[src/rtl/gray_seq_tx_if.sv]
// Symbol stream from gray_seq_tx to its consumer: data, valid/ready handshake
// and the end-of-frame marker.
interface gray_seq_tx_if;
  logic [1:0] out_data;
  logic       out_valid;
  logic       out_ready;
  logic       frame_end;

  modport master (output out_data, output out_valid, output frame_end, input out_ready);
  modport slave  (input out_data, input out_valid, input frame_end, output out_ready);
endinterface

[src/rtl/gray_seq_tx.sv]
// Burst transmitter of 4-symbol Gray frames (01,11,11,01) separated by a 00
// gap symbol, with valid/ready back-pressure, abort and a done pulse.
module gray_seq_tx (
  input  logic                 clk,
  input  logic                 rst,
  input  logic                 start,
  input  logic [3:0]           repeat_cnt,
  input  logic                 abort,
  gray_seq_tx_if.master        bus,
  output logic                 busy,
  output logic                 done,
  output logic [4:0]           frames_sent
);

  typedef enum logic [2:0] {IDLE, S0, S1, S2, S3, GAP} state_t;

  state_t     state, state_nxt;
  logic [3:0] frames_left, frames_left_nxt;
  logic [4:0] frames_sent_nxt;
  logic       done_nxt;
  logic       hs;

  assign hs = bus.out_valid && bus.out_ready;

  // NOTE: sequential state uses non-blocking assignments so every register
  // samples the pre-edge values computed by the combinational block.
  always_ff @(posedge clk) begin
    if (!rst) begin
      state       <= IDLE;
      frames_left <= '0;
      frames_sent <= '0;
      done        <= 1'b0;
    end else begin
      state       <= state_nxt;
      frames_left <= frames_left_nxt;
      frames_sent <= frames_sent_nxt;
      done        <= done_nxt;
    end
  end

  // NOTE: every signal assigned here gets a default first, so no path through
  // the case statement can leave one unassigned and infer a latch.
  always_comb begin
    state_nxt       = state;
    frames_left_nxt = frames_left;
    frames_sent_nxt = frames_sent;
    done_nxt        = 1'b0;

    if (state == IDLE) begin
      if (start && !abort) begin
        state_nxt       = S0;
        frames_left_nxt = repeat_cnt;
        frames_sent_nxt = '0;
      end
    end else if (abort) begin
      // Abort wins over the handshake; the frame count stays frozen.
      state_nxt = IDLE;
    end else if (hs) begin
      case (state)
        S0:  state_nxt = S1;
        S1:  state_nxt = S2;
        S2:  state_nxt = S3;
        S3: begin
          frames_sent_nxt = frames_sent + 5'd1;
          if (frames_left == '0) begin
            state_nxt = IDLE;
            done_nxt  = 1'b1;
          end else begin
            frames_left_nxt = frames_left - 4'd1;
            state_nxt       = GAP;
          end
        end
        GAP:     state_nxt = S0;
        default: state_nxt = IDLE;
      endcase
    end
  end

  // Outputs are pure functions of state, so they hold under back-pressure.
  always_comb begin
    case (state)
      S0:      bus.out_data = 2'b01;
      S1:      bus.out_data = 2'b11;
      S2:      bus.out_data = 2'b11;
      S3:      bus.out_data = 2'b01;
      default: bus.out_data = 2'b00;
    endcase
  end

  assign bus.out_valid = (state != IDLE);
  assign bus.frame_end = (state == S3);
  assign busy          = (state != IDLE);

endmodule

[src/flat_wrapper.sv]
// flat-port wrapper written by rule: the top's interface ports become plain ports
module gray_seq_tx_flat 
  (clk, rst, start, repeat_cnt, abort, busy, done, frames_sent, bus_out_data, bus_out_valid, bus_frame_end, bus_out_ready);
  gray_seq_tx_if bus_i ();
  input  logic clk;
  input  logic rst;
  input  logic start;
  input  logic [3:0] repeat_cnt;
  input  logic abort;
  output logic busy;
  output logic done;
  output logic [4:0] frames_sent;
  output wire logic [$bits(bus_i.out_data)-1:0] bus_out_data;
  output wire logic [$bits(bus_i.out_valid)-1:0] bus_out_valid;
  output wire logic [$bits(bus_i.frame_end)-1:0] bus_frame_end;
  input wire logic [$bits(bus_i.out_ready)-1:0] bus_out_ready;
  assign bus_out_data = bus_i.out_data;
  assign bus_out_valid = bus_i.out_valid;
  assign bus_frame_end = bus_i.frame_end;
  assign bus_i.out_ready = bus_out_ready;
  gray_seq_tx u_core (.clk(clk), .rst(rst), .start(start), .repeat_cnt(repeat_cnt), .abort(abort), .bus(bus_i), .busy(busy), .done(done), .frames_sent(frames_sent));
endmodule
[config.mk]
export PLATFORM = sky130hd
export DESIGN_NAME = gray_seq_tx_flat
export DESIGN_NICKNAME = d
export VERILOG_FILES = /design/src/rtl/gray_seq_tx_if.sv /design/src/rtl/gray_seq_tx.sv /design/src/flat_wrapper.sv
export SDC_FILE = /design/constraint.sdc
export NUM_CORES = 1
export LEC_CHECK = 0
export CAP_MARGIN = 40
export CORE_ASPECT_RATIO = 1.1
export CORE_UTILIZATION = 43
export CTS_CLUSTER_DIAMETER = 100
export DETAILED_ROUTE_END_ITERATION = 10
export PLACE_DENSITY = 0.73
export SLEW_MARGIN = 30
export SYNTH_ARGS = -nofsm -noshare
export SYNTH_HDL_FRONTEND = slang
export SYNTH_SLANG_ARGS = --single-unit
[constraint.sdc]
create_clock -name clk -period 1.6 [get_ports clk]
set_input_delay 0.32 -clock clk [delete_from_list [all_inputs] [get_ports clk]]
set_output_delay 0.32 -clock clk [all_outputs]
set_load 0.03 [all_outputs]
==> flow_metrics.py, run 1 <==
metrics = {
    "hold_path": {
        "worstHoldPathCells": 2,
        "hold-path-endpoint": "u_core.frames_sent[1]",
        "hp-class": "flop to flop",
        "hold_start": "u_core.frames_sent[1]",
    },
    "status": {
        "violations": "DRC",
        "status": "complete, but fails checks",
    },
    "critical_path": {
        "worstReg2RegStart": "u_core.state[2]",
        "reg2reg_setup_slack_ns": 0.03,
        "critPathMaxFanout": 2,
        "reg2reg_to": "u_core.state[0]",
        "crit_arrival_ns": 1.79,
        "path_class": "flop to flop",
        "end_kind": "flop",
        "start_kind": "flop",
        "required_ns": 1.82,
        "r2r_cells": 5,
    },
    "placement": {
        "dp_hpwl_mm": 1.40,
        "port_buffers": 19,
        "gp_congestion": 0.847,
        "dpl.cell_count": 144,
    },
    "sta": {
        "slew_headroom_pct": 80.0,
        "min_period_ns": 1.57,
        "maxSlewViolCount": 0,
        "hold_viol_final": 0,
        "finClkSkew_ns": 0.00415,
        "setup_viol": 0,
        "worst_pin_slew_ns": 0.298,
        "timing.final.crit_share_pct": 98.2,
        "fmax_mhz": 636,
        "grt_setup_unrepaired": "true",
        "whs_ns": 0.490,
    },
    "die": {
        "die_area_mm2": 0.00208,
        "core.rowCount": 16,
        "initial_core_util_pct": 46.0,
        "dieHeight_um": 47.8,
        "io_pins": 20,
        "core_area_mm2": 0.00178,
        "die_w_um": 43.6,
    },
    "route": {
        "ant_nets": 0,
        "vias": 860,
        "drt_drc_violations_left": 1,
        "drt-vias-per-instance": 5.48,
        "firstDrtPassIters": 7,
        "routedWlPerCell_um": 13.7,
        "drt_iter0_drc": 16,
        "drt-total-wl_mm": 2.15,
    },
    "clock_tree": {
        "clock-sinks": 13,
        "hold_buffers": 0,
        "htree_levels": 1,
        "cts_tree": "yes",
        "clk_latency_ns": 0.28,
        "cts_made_buffers": 3,
        "cts_root_buf": "clkbuf_4",
        "clk_pin_slew_ns": 0.08,
        "clockBufferDepth": 2,
    },
    "logic_synthesis": {
        "async_flop_share_pct": 0,
        "syn-cell-area_um2": 820,
        "synthFlopType": "dfxtp_1",
        "synthDistinctLibCells": 39,
        "synth_nets": 110,
        "synth_seq_cells": 13,
        "synth_area_per_cell_um2": 8.45,
        "yosysWarningCount": 0,
        "synth_cells": 97,
        "yosysSeqAreaShare_pct": 31.8,
        "synth_edf_count": 0,
    },
    "global_routing": {
        "grt_use_total_pct": 21.0,
        "grt_overflow": 0,
        "grt_pass1_vias": 788,
        "grt_max_degree": 12,
        "grt_pass1_wl_mm": 3.24,
        "antenna_found_initial": 0,
    },
    "power_and_ir_drop": {
        "total_power_mw": 0.962,
        "peakVddDrop_mv": 0.713,
        "pwr_density_cell_mw_per_mm2": 761,
        "p_leak_nw": 0.543,
    },
    "job": {
        "maxCapViolCount": 0,
    },
    "finish": {
        "fin_cells": 157,
        "area_growth_pct": 54.2,
        "layout.nets": 153,
        "diodes": 0,
        "drive_above_1_share_pct": 38.1,
    },
}
-- routing by layer --
| layer | share of wire (%) | wire length, um | track usage, % | vias to the layer above |
|---|---|---|---|---|
| met5 | 0 | 0 | 0 | - |
| met2 | 53 | 1140 | 41.2 | 19 |
| li1 | - | - | - | 430 |
| met4 | 0.42 | 9 | 2.50 | 0 |
| met3 | 3.9 | 85 | 6.04 | 2 |
| met1 | 42 | 914 | 23.3 | 409 |
-- where the power goes --
part	leakage (nW)	total, mW	internal (mW)	switching, mW
logic	0.420	0.394	0.197	0.197
clock network	0.0150	0.209	0.0967	0.112
registers	0.107	0.360	0.342	0.0178
-- worst max-delay path: stages (launching register included) --
cell,delay [ns]
dfxtp_2,0.37
inv_4,0.03
ha_1,0.27
or4_1,0.52
o221ai_2,0.16
o211a_1,0.16
-- state kept, by name, summed over array words and instances, names as in the netlist --
name and count:
u_core.frames_left 4, u_core.state 3, u_core.frames_sent 5, u_core.done 1
-- cell families (layout without fill, tap and decap cells) --
kind of cell | after synthesis | count (layout) | share of synthesized area, %
AO/OA/AOI/OAI | 24 | 24 | 19.7
flip-flops | 13 | 13 | 31.8
buffers and inverters | 9 | 51 | 7.17
adder cells (fa/ha/maj) | 4 | 4 | 6.11
XOR/XNOR | 4 | 4 | 4.28
AND/OR/NAND/NOR | 42 | 42 | 29.2
multiplexers | 1 | 1 | 1.83
-- metrics by stage --
step / utilization [%] / TNS [ns] / setup slack, ns / area, um2
finish: 70.9 / 0 / 0.0286 / 1260
global route: 70.9 / -0.0758 / -0.0335 / 1260
CTS: 65.4 / -0.00885 / -0.00885 / 1170
detailed placement: 61.3 / -0.483 / -0.101 / 1090
global placement: 61.3 / -0.291 / -0.0775 / 1090
floorplan: - / 0 / 0.0141 / 825
-- cells in the final DEF, fill, tap and decap left out, types with 2 or more instances in the layout --
cell type / Yosys / final
nor3_4: 2 / 2
or3_1: 2 / 2
nand3_1: 2 / 2
dlygate4sd2_1: 0 / 5
a21oi_1: 5 / 5
nor4_1: 2 / 2
buf_4: 2 / 25
dfxtp_1: 13 / 9
inv_2: 1 / 3
dfxtp_2: 0 / 3
ha_1: 4 / 3
o21ai_0: 6 / 4
clkdlybuf4s50_1: 0 / 9
nor2_1: 11 / 11
nand3b_1: 2 / 2
nand2_1: 11 / 11
clkbuf_4: 0 / 3
o21ai_1: 1 / 3
nand4_1: 2 / 2
xor2_1: 3 / 3
buf_6: 2 / 2
a211oi_2: 0 / 2
-- final cells by class --
cell class,count,area [um2]
timing repair buffer,42,359
multi-input combinational,75,567
inverter,5,21.3
sequential,13,268
tap,18,22.5
clock buffer,4,26.3
fill,141,518
-- Yosys cell counts, drive strengths merged (2+ instances only) --
library cell / instances / area (um2)
a211oi: 2 / 15.0
a21oi: 6 / 33.8
and2: 2 / 12.5
buf: 4 / 37.5
dfxtp: 13 / 260
ha: 4 / 50.1
inv: 5 / 21.3
nand2: 11 / 41.3
nand3: 3 / 20.0
nand3b: 2 / 15.0
nand4: 2 / 12.5
nor2: 11 / 41.3
nor3: 2 / 32.5
nor4: 2 / 12.5
o21ai: 7 / 35.0
or3: 2 / 12.5
xor2: 3 / 26.3
-- worst max-delay path by stage --
| stage | from | slack, ns | cells after the start | endpoint |
|---|---|---|---|---|
| final | u_core.state[2] | 0.03 | 5 | u_core.state[0] |
| after global routing | u_core.state[2] | -0.03 | 5 | u_core.state[0] |
| after CTS | u_core.frames_left[0] | -0.009 | 7 | u_core.state[2] |
| after detailed placement | abort | -0.10 | 4 | u_core.frames_left[0] |
| after global placement | abort | -0.08 | 5 | u_core.frames_sent[4] |
| after floorplan | u_core.state[2] | 0.01 | 6 | u_core.state[0] |
-- timing repair --
| item | 4_1_cts | 5_1_grt |
|---|---|---|
| pin swaps | 3 | 6 |
| setup buffers | 4 | 5 |
| endpoints found under the setup margin | 12 | 7 |
| gates resized for setup | 11 | 16 |
| hold endpoints to repair | 0 | 0 |
No activity file was read; power rests on OpenSTA's default activity.
==> run 2: changes to the inputs <==
--- a/config.mk
+++ b/config.mk
@@ -7,10 +7,12 @@
 export LEC_CHECK = 0
 export CAP_MARGIN = 40
 export CORE_ASPECT_RATIO = 1.1
+export CORE_MARGIN = 3
 export CORE_UTILIZATION = 43
 export CTS_CLUSTER_DIAMETER = 100
 export DETAILED_ROUTE_END_ITERATION = 10
-export PLACE_DENSITY = 0.73
+export HOLD_SLACK_MARGIN = 0.15
+export PLACE_DENSITY = 0.76
 export SLEW_MARGIN = 30
 export SYNTH_ARGS = -nofsm -noshare
 export SYNTH_HDL_FRONTEND = slang
==> flow_metrics.py, run 2 (same netlist as run 1, synthesis figures left out) <==
metrics = {
    "status": {
        "status": "complete, but fails checks",
        "violations": "setup timing",
    },
    "die": {
        "dieHeight_um": 51.8,
        "initial_core_util_pct": 48.5,
        "io_pins": 20,
        "core.rowCount": 15,
        "die_w_um": 47.6,
        "core_area_mm2": 0.00169,
        "die_area_mm2": 0.00247,
    },
    "finish": {
        "diodes": 0,
        "area_growth_pct": 56.3,
        "drive_above_1_share_pct": 38.7,
        "seq_area_um2": 269,
        "mostFrequentLayoutCell": "buf_4",
        "largest_register_ffs": 5,
        "finalCoreUtilization_pct": 75.9,
        "reg_top3": "u_core.frames_sent (5), u_core.frames_left (4), u_core.state (3)",
        "mostFrequentLayoutCells": "16 x buf_4, 11 x nor2_1, 11 x nand2_1",
        "multi_input_comb_area_um2": 567,
        "fin_cells": 154,
        "n_fill_cell": 123,
        "largest-register": "u_core.frames_sent",
        "layout.nets": 151,
    },
    "critical_path": {
        "critPathMaxFanout": 6,
        "path_class": "flop to flop",
        "worstReg2RegStart": "u_core.frames_left[0]",
        "r2r_cells": 7,
        "crit_path_end": "u_core.frames_left[2]",
        "start_kind": "flop",
        "reg2reg_setup_slack_ns": -0.03,
        "reg2reg_to": "u_core.frames_left[2]",
        "crit_path_start": "u_core.frames_left[0]",
        "required_ns": 1.77,
        "end_kind": "flop",
        "crit_arrival_ns": 1.80,
    },
    "sta": {
        "grt_setup_unrepaired": "true",
        "setup_ws_ns": -0.0307,
        "maxSlewViolCount": 0,
        "fmax_mhz": 613,
        "hold_viol_final": 0,
        "whs_ns": 0.494,
        "finClkSkew_ns": 0.00510,
        "timing.final.crit_share_pct": 102,
        "worst_pin_slew_ns": 0.321,
        "setup_viol": 3,
        "slew_headroom_pct": 78.6,
        "min_period_ns": 1.63,
    },
    "power_and_ir_drop": {
        "pwr_density_cell_mw_per_mm2": 761,
        "switching_power_mw": 0.339,
        "internal_power_mw": 0.636,
        "p_sw_share_pct": 34.8,
        "peakVddDrop_mv": 0.644,
        "combinationalPowerShare_pct": 40.9,
        "p_seq_share_pct": 37.0,
        "p_leak_nw": 0.558,
        "p_clk_share_pct": 22.1,
    },
    "route": {
        "vias": 880,
        "drt-vias-per-instance": 5.71,
        "routedWlPerCell_um": 15.6,
        "firstDrtPassIters": 4,
        "ant_nets": 0,
        "drt_drc_violations_left": 0,
        "drt-total-wl_mm": 2.41,
        "drt_iter0_drc": 54,
    },
    "global_routing": {
        "grt_pass1_vias": 811,
        "grt_pass1_wl_mm": 3.60,
        "grt_use_total_pct": 20.7,
        "antenna_found_initial": 0,
        "grt_max_degree": 12,
        "grt_overflow": 0,
    },
    "clock_tree": {
        "clock-sinks": 13,
        "clk_pin_slew_ns": 0.09,
        "cts_tree": "yes",
        "clockBufferDepth": 2,
        "cts_root_buf": "clkbuf_4",
        "htree_levels": 1,
        "clk_latency_ns": 0.28,
        "cts_made_buffers": 3,
        "hold_buffers": 0,
    },
    "placement": {
        "dpl.cell_count": 142,
        "dp_hpwl_mm": 1.50,
        "gp_congestion": 0.832,
        "port_buffers": 19,
    },
    "hold_path": {
        "hp-class": "flop to flop",
    },
    "job": {
        "maxCapViolCount": 0,
    },
}
-- run 2: changes by cell type in the layout (fill, tap and decap cells not counted), sizes merged --
cell,before,now
clkdlybuf4s50,9,8
dlymetal6s2s,0,1
buf,28,26
-- run 2: power by group through the flow --
stage | clock [mW] | sequential (mW) | combinational [mW]
final | 0.215 | 0.361 | 0.399
after global routing | 0.239 | 0.363 | 0.427
after CTS | 0.219 | 0.358 | 0.347
after detailed placement | 0 | 0.363 | 0.299
after global placement | 0 | 0.361 | 0.290
after floorplan | 0 | 0.360 | 0.192
-- run 2: worst min path at each step --
stage	start	to	depth (start not counted)
3_3_place_gp	u_core.frames_left[1]	u_core.frames_left[1]	2
5_1_grt	u_core.frames_left[1]	u_core.frames_left[1]	2
4_1_cts	u_core.frames_left[1]	u_core.frames_left[1]	2
3_5_place_dp	u_core.frames_left[3]	u_core.frames_left[3]	2
6_report	u_core.frames_left[3]	u_core.frames_left[3]	2
2_1_floorplan	bus_out_ready	u_core.done	2
-- run 2: metal layers --
layer	part of all wire (%)	wire length, um	track usage, %
met5	0	0	0
met4	2.4	57	9.42
met3	3.9	94	4.50
met1	39	929	24.4
met2	55	1330	34.4
-- run 2: worst max-delay path, stage by stage, from the launching register on --
cell	delay (ns)
dfxtp_2	0.33
inv_2	0.07
ha_4	0.14
or3b_4	0.42
o211ai_4	0.28
buf_6	0.14
a21o_1	0.09
a21oi_2	0.05
-- run 2: cell type report --
class | count | share of cell area [%]
Timing Repair Buffer | 40 | 29.4
Inverter | 5 | 1.66
Multi-Input combinational cell | 75 | 44.2
Tap cell | 17 | 1.66
Sequential cell | 13 | 21.0
Clock buffer | 4 | 2.05
-- run 2: what timing repair did --
| item | 4_1_cts | 5_1_grt |
|---|---|---|
| pin swaps | 5 | 5 |
| setup endpoints to repair | 13 | 11 |
| setup buffers | 6 | 2 |
| resized for setup | 15 | 23 |
-- run 2: stage by stage --
stage	area [um2]	setup WS, ns	setup TNS [ns]	power, mW
CTS	1170	0.00592	0	0.923
global placement	1080	-0.102	-0.299	0.651
floorplan	825	0.0141	0	0.552
global route	1280	-0.0835	-0.392	1.03
finish	1280	-0.0307	-0.0611	0.976
detailed placement	1080	-0.176	-0.764	0.661
==> run 3: changes to the inputs <==
==> constraint.sdc (replaced) <==
create_clock -name clk -period 1.6 [get_ports clk]
set_input_delay 0.16 -clock clk [delete_from_list [all_inputs] [get_ports clk]]
set_output_delay 0.16 -clock clk [all_outputs]
set_load 0.03 [all_outputs]
==> flow_metrics.py, run 3 (same netlist as run 1, synthesis figures left out) <==
metrics = {
    "status": {
        "status": "complete, no violations",
    },
    "finish": {
        "fin_area_mm2": 0.00116,
        "fin_cells": 148,
        "n_fill_cell": 143,
        "area_growth_pct": 42.1,
        "reg_top3": "u_core.frames_sent (5), u_core.frames_left (4), u_core.state (3)",
        "largest_register_ffs": 5,
        "mostFrequentLayoutCells": "18 x buf_4, 14 x clkdlybuf4s50_1, 11 x nor2_1, 11 x nand2_1, 10 x dfxtp_1",
        "largest-register": "u_core.frames_sent",
        "mostFrequentLayoutCell": "buf_4",
        "drive_above_1_share_pct": 29.8,
        "seq_area_um2": 264,
        "layout.nets": 145,
        "diodes": 0,
        "multi_input_comb_area_um2": 537,
    },
    "global_routing": {
        "grt_pass1_wl_mm": 3.36,
        "grt_pass1_vias": 800,
        "grt_use_total_pct": 18.8,
        "grt_overflow": 0,
        "antenna_found_initial": 0,
        "grt_max_degree": 10,
    },
    "job": {
        "maxCapViolCount": 0,
    },
    "sta": {
        "fin_setup_tns_ns": 0,
        "hold_viol_final": 0,
        "maxSlewViolCount": 0,
        "min_period_ns": 1.58,
        "setup_viol": 0,
        "slew_headroom_pct": 78.8,
        "worst_pin_slew_ns": 0.317,
        "timing.final.crit_share_pct": 98.7,
        "finClkSkew_ns": 0.00369,
        "fmax_mhz": 633,
    },
    "die": {
        "initial_core_util_pct": 48.5,
        "dieHeight_um": 51.8,
        "die_area_mm2": 0.00247,
        "core_area_mm2": 0.00169,
        "io_pins": 20,
        "core.rowCount": 15,
        "die_w_um": 47.6,
    },
    "route": {
        "drt-vias-per-instance": 5.64,
        "routedWlPerCell_um": 14.3,
        "drt_drc_violations_left": 0,
        "firstDrtPassIters": 4,
        "vias": 834,
        "drt_iter0_drc": 13,
        "ant_nets": 0,
        "drt-total-wl_mm": 2.12,
    },
    "hold_path": {
        "worstHoldPathCells": 2,
        "hp-class": "flop to flop",
    },
    "clock_tree": {
        "clk_pin_slew_ns": 0.09,
        "clk_latency_ns": 0.28,
        "cts_made_buffers": 3,
        "htree_levels": 1,
        "clockBufferDepth": 2,
        "cts_tree": "yes",
        "cts_root_buf": "clkbuf_4",
        "clock-sinks": 13,
    },
    "power_and_ir_drop": {
        "p_leak_nw": 0.472,
        "peakVddDrop_mv": 0.603,
        "total_power_mw": 0.897,
        "pwr_density_cell_mw_per_mm2": 770,
    },
    "placement": {
        "port_buffers": 19,
        "dp_hpwl_mm": 1.51,
        "dpl.cell_count": 143,
        "gp_congestion": 0.828,
        "post_dp_cell_area_mm2": 0.00110,
    },
    "critical_path": {
        "start_kind": "flop",
        "critPathMaxFanout": 6,
        "path_class": "flop to flop",
        "r2r_cells": 6,
        "reg2reg_setup_slack_ns": 0.02,
        "end_kind": "flop",
        "required_ns": 1.78,
        "crit_arrival_ns": 1.76,
    },
}
[run 3: changes by cell type in the layout (fill, tap and decap cells not counted), moves of 2 or more]
| cell | previous run | this run |
|---|---|---|
| buf_6 | 8 | 0 |
| clkdlybuf4s50_1 | 8 | 14 |
| dlygate4sd2_1 | 5 | 0 |
| buf_4 | 16 | 18 |
| buf_8 | 2 | 0 |
| clkdlybuf4s15_1 | 0 | 2 |
| dfxtp_1 | 8 | 10 |
[run 3: critical path: stages (launching register included)]
cell,delay (ns)
dfxtp_2,0.34
inv_2,0.09
ha_4,0.14
or3b_4,0.41
o211ai_4,0.27
o21ai_1,0.10
o311a_1,0.12
[run 3: final timing paths]
kind | start | to
setup / recovery | u_core.frames_left[0] | u_core.frames_left[0]
hold / removal | u_core.frames_sent[1] | u_core.frames_sent[1]
setup reg to reg | u_core.frames_left[0] | u_core.frames_left[0]
hold reg to reg | u_core.frames_sent[1] | u_core.frames_sent[1]
[run 3: cell type report]
class | instances | share of cell area [%]
multi-input cells | 75 | 46.1
repair buffers | 34 | 25.3
flip-flops and latches | 13 | 22.7
clock buffers | 4 | 2.26
inverters | 5 | 1.83
well taps | 17 | 1.83
[run 3: timing repair]
| item | CTS | global route |
|---|---|---|
| endpoints found under the setup margin | 3 | 6 |
| pin swaps | 0 | 3 |
| hold buffers | 0 | 0 |
| resized for setup | 3 | 12 |
| setup buffers | 0 | 1 |
[run 3: per-layer routing]
| metal | track usage (%) | part of all wire (%) |
|---|---|---|
| met4 | 5.83 | 0.90 |
| met1 | 21.5 | 40 |
| met3 | 4.84 | 5.4 |
| met2 | 32.8 | 53 |
| met5 | 0 | 0 |
[run 3: through the flow]
step	util, %	hold WS, ns	setup WS [ns]
finish	69.0	0.498	0.0202
global route	69.0	0.524	-0.0123
CTS	66.8	0.492	0.00397
detailed placement	64.9	0.476	-0.00264
global placement	64.9	0.460	0.0478
floorplan	-	0.286	0.0141
[run 3: power breakdown]
group          switching [mW]  leakage (nW)  internal (mW)
sequential             0.0168         0.107          0.340
combinational           0.177         0.350          0.144
clock                   0.123        0.0150         0.0968
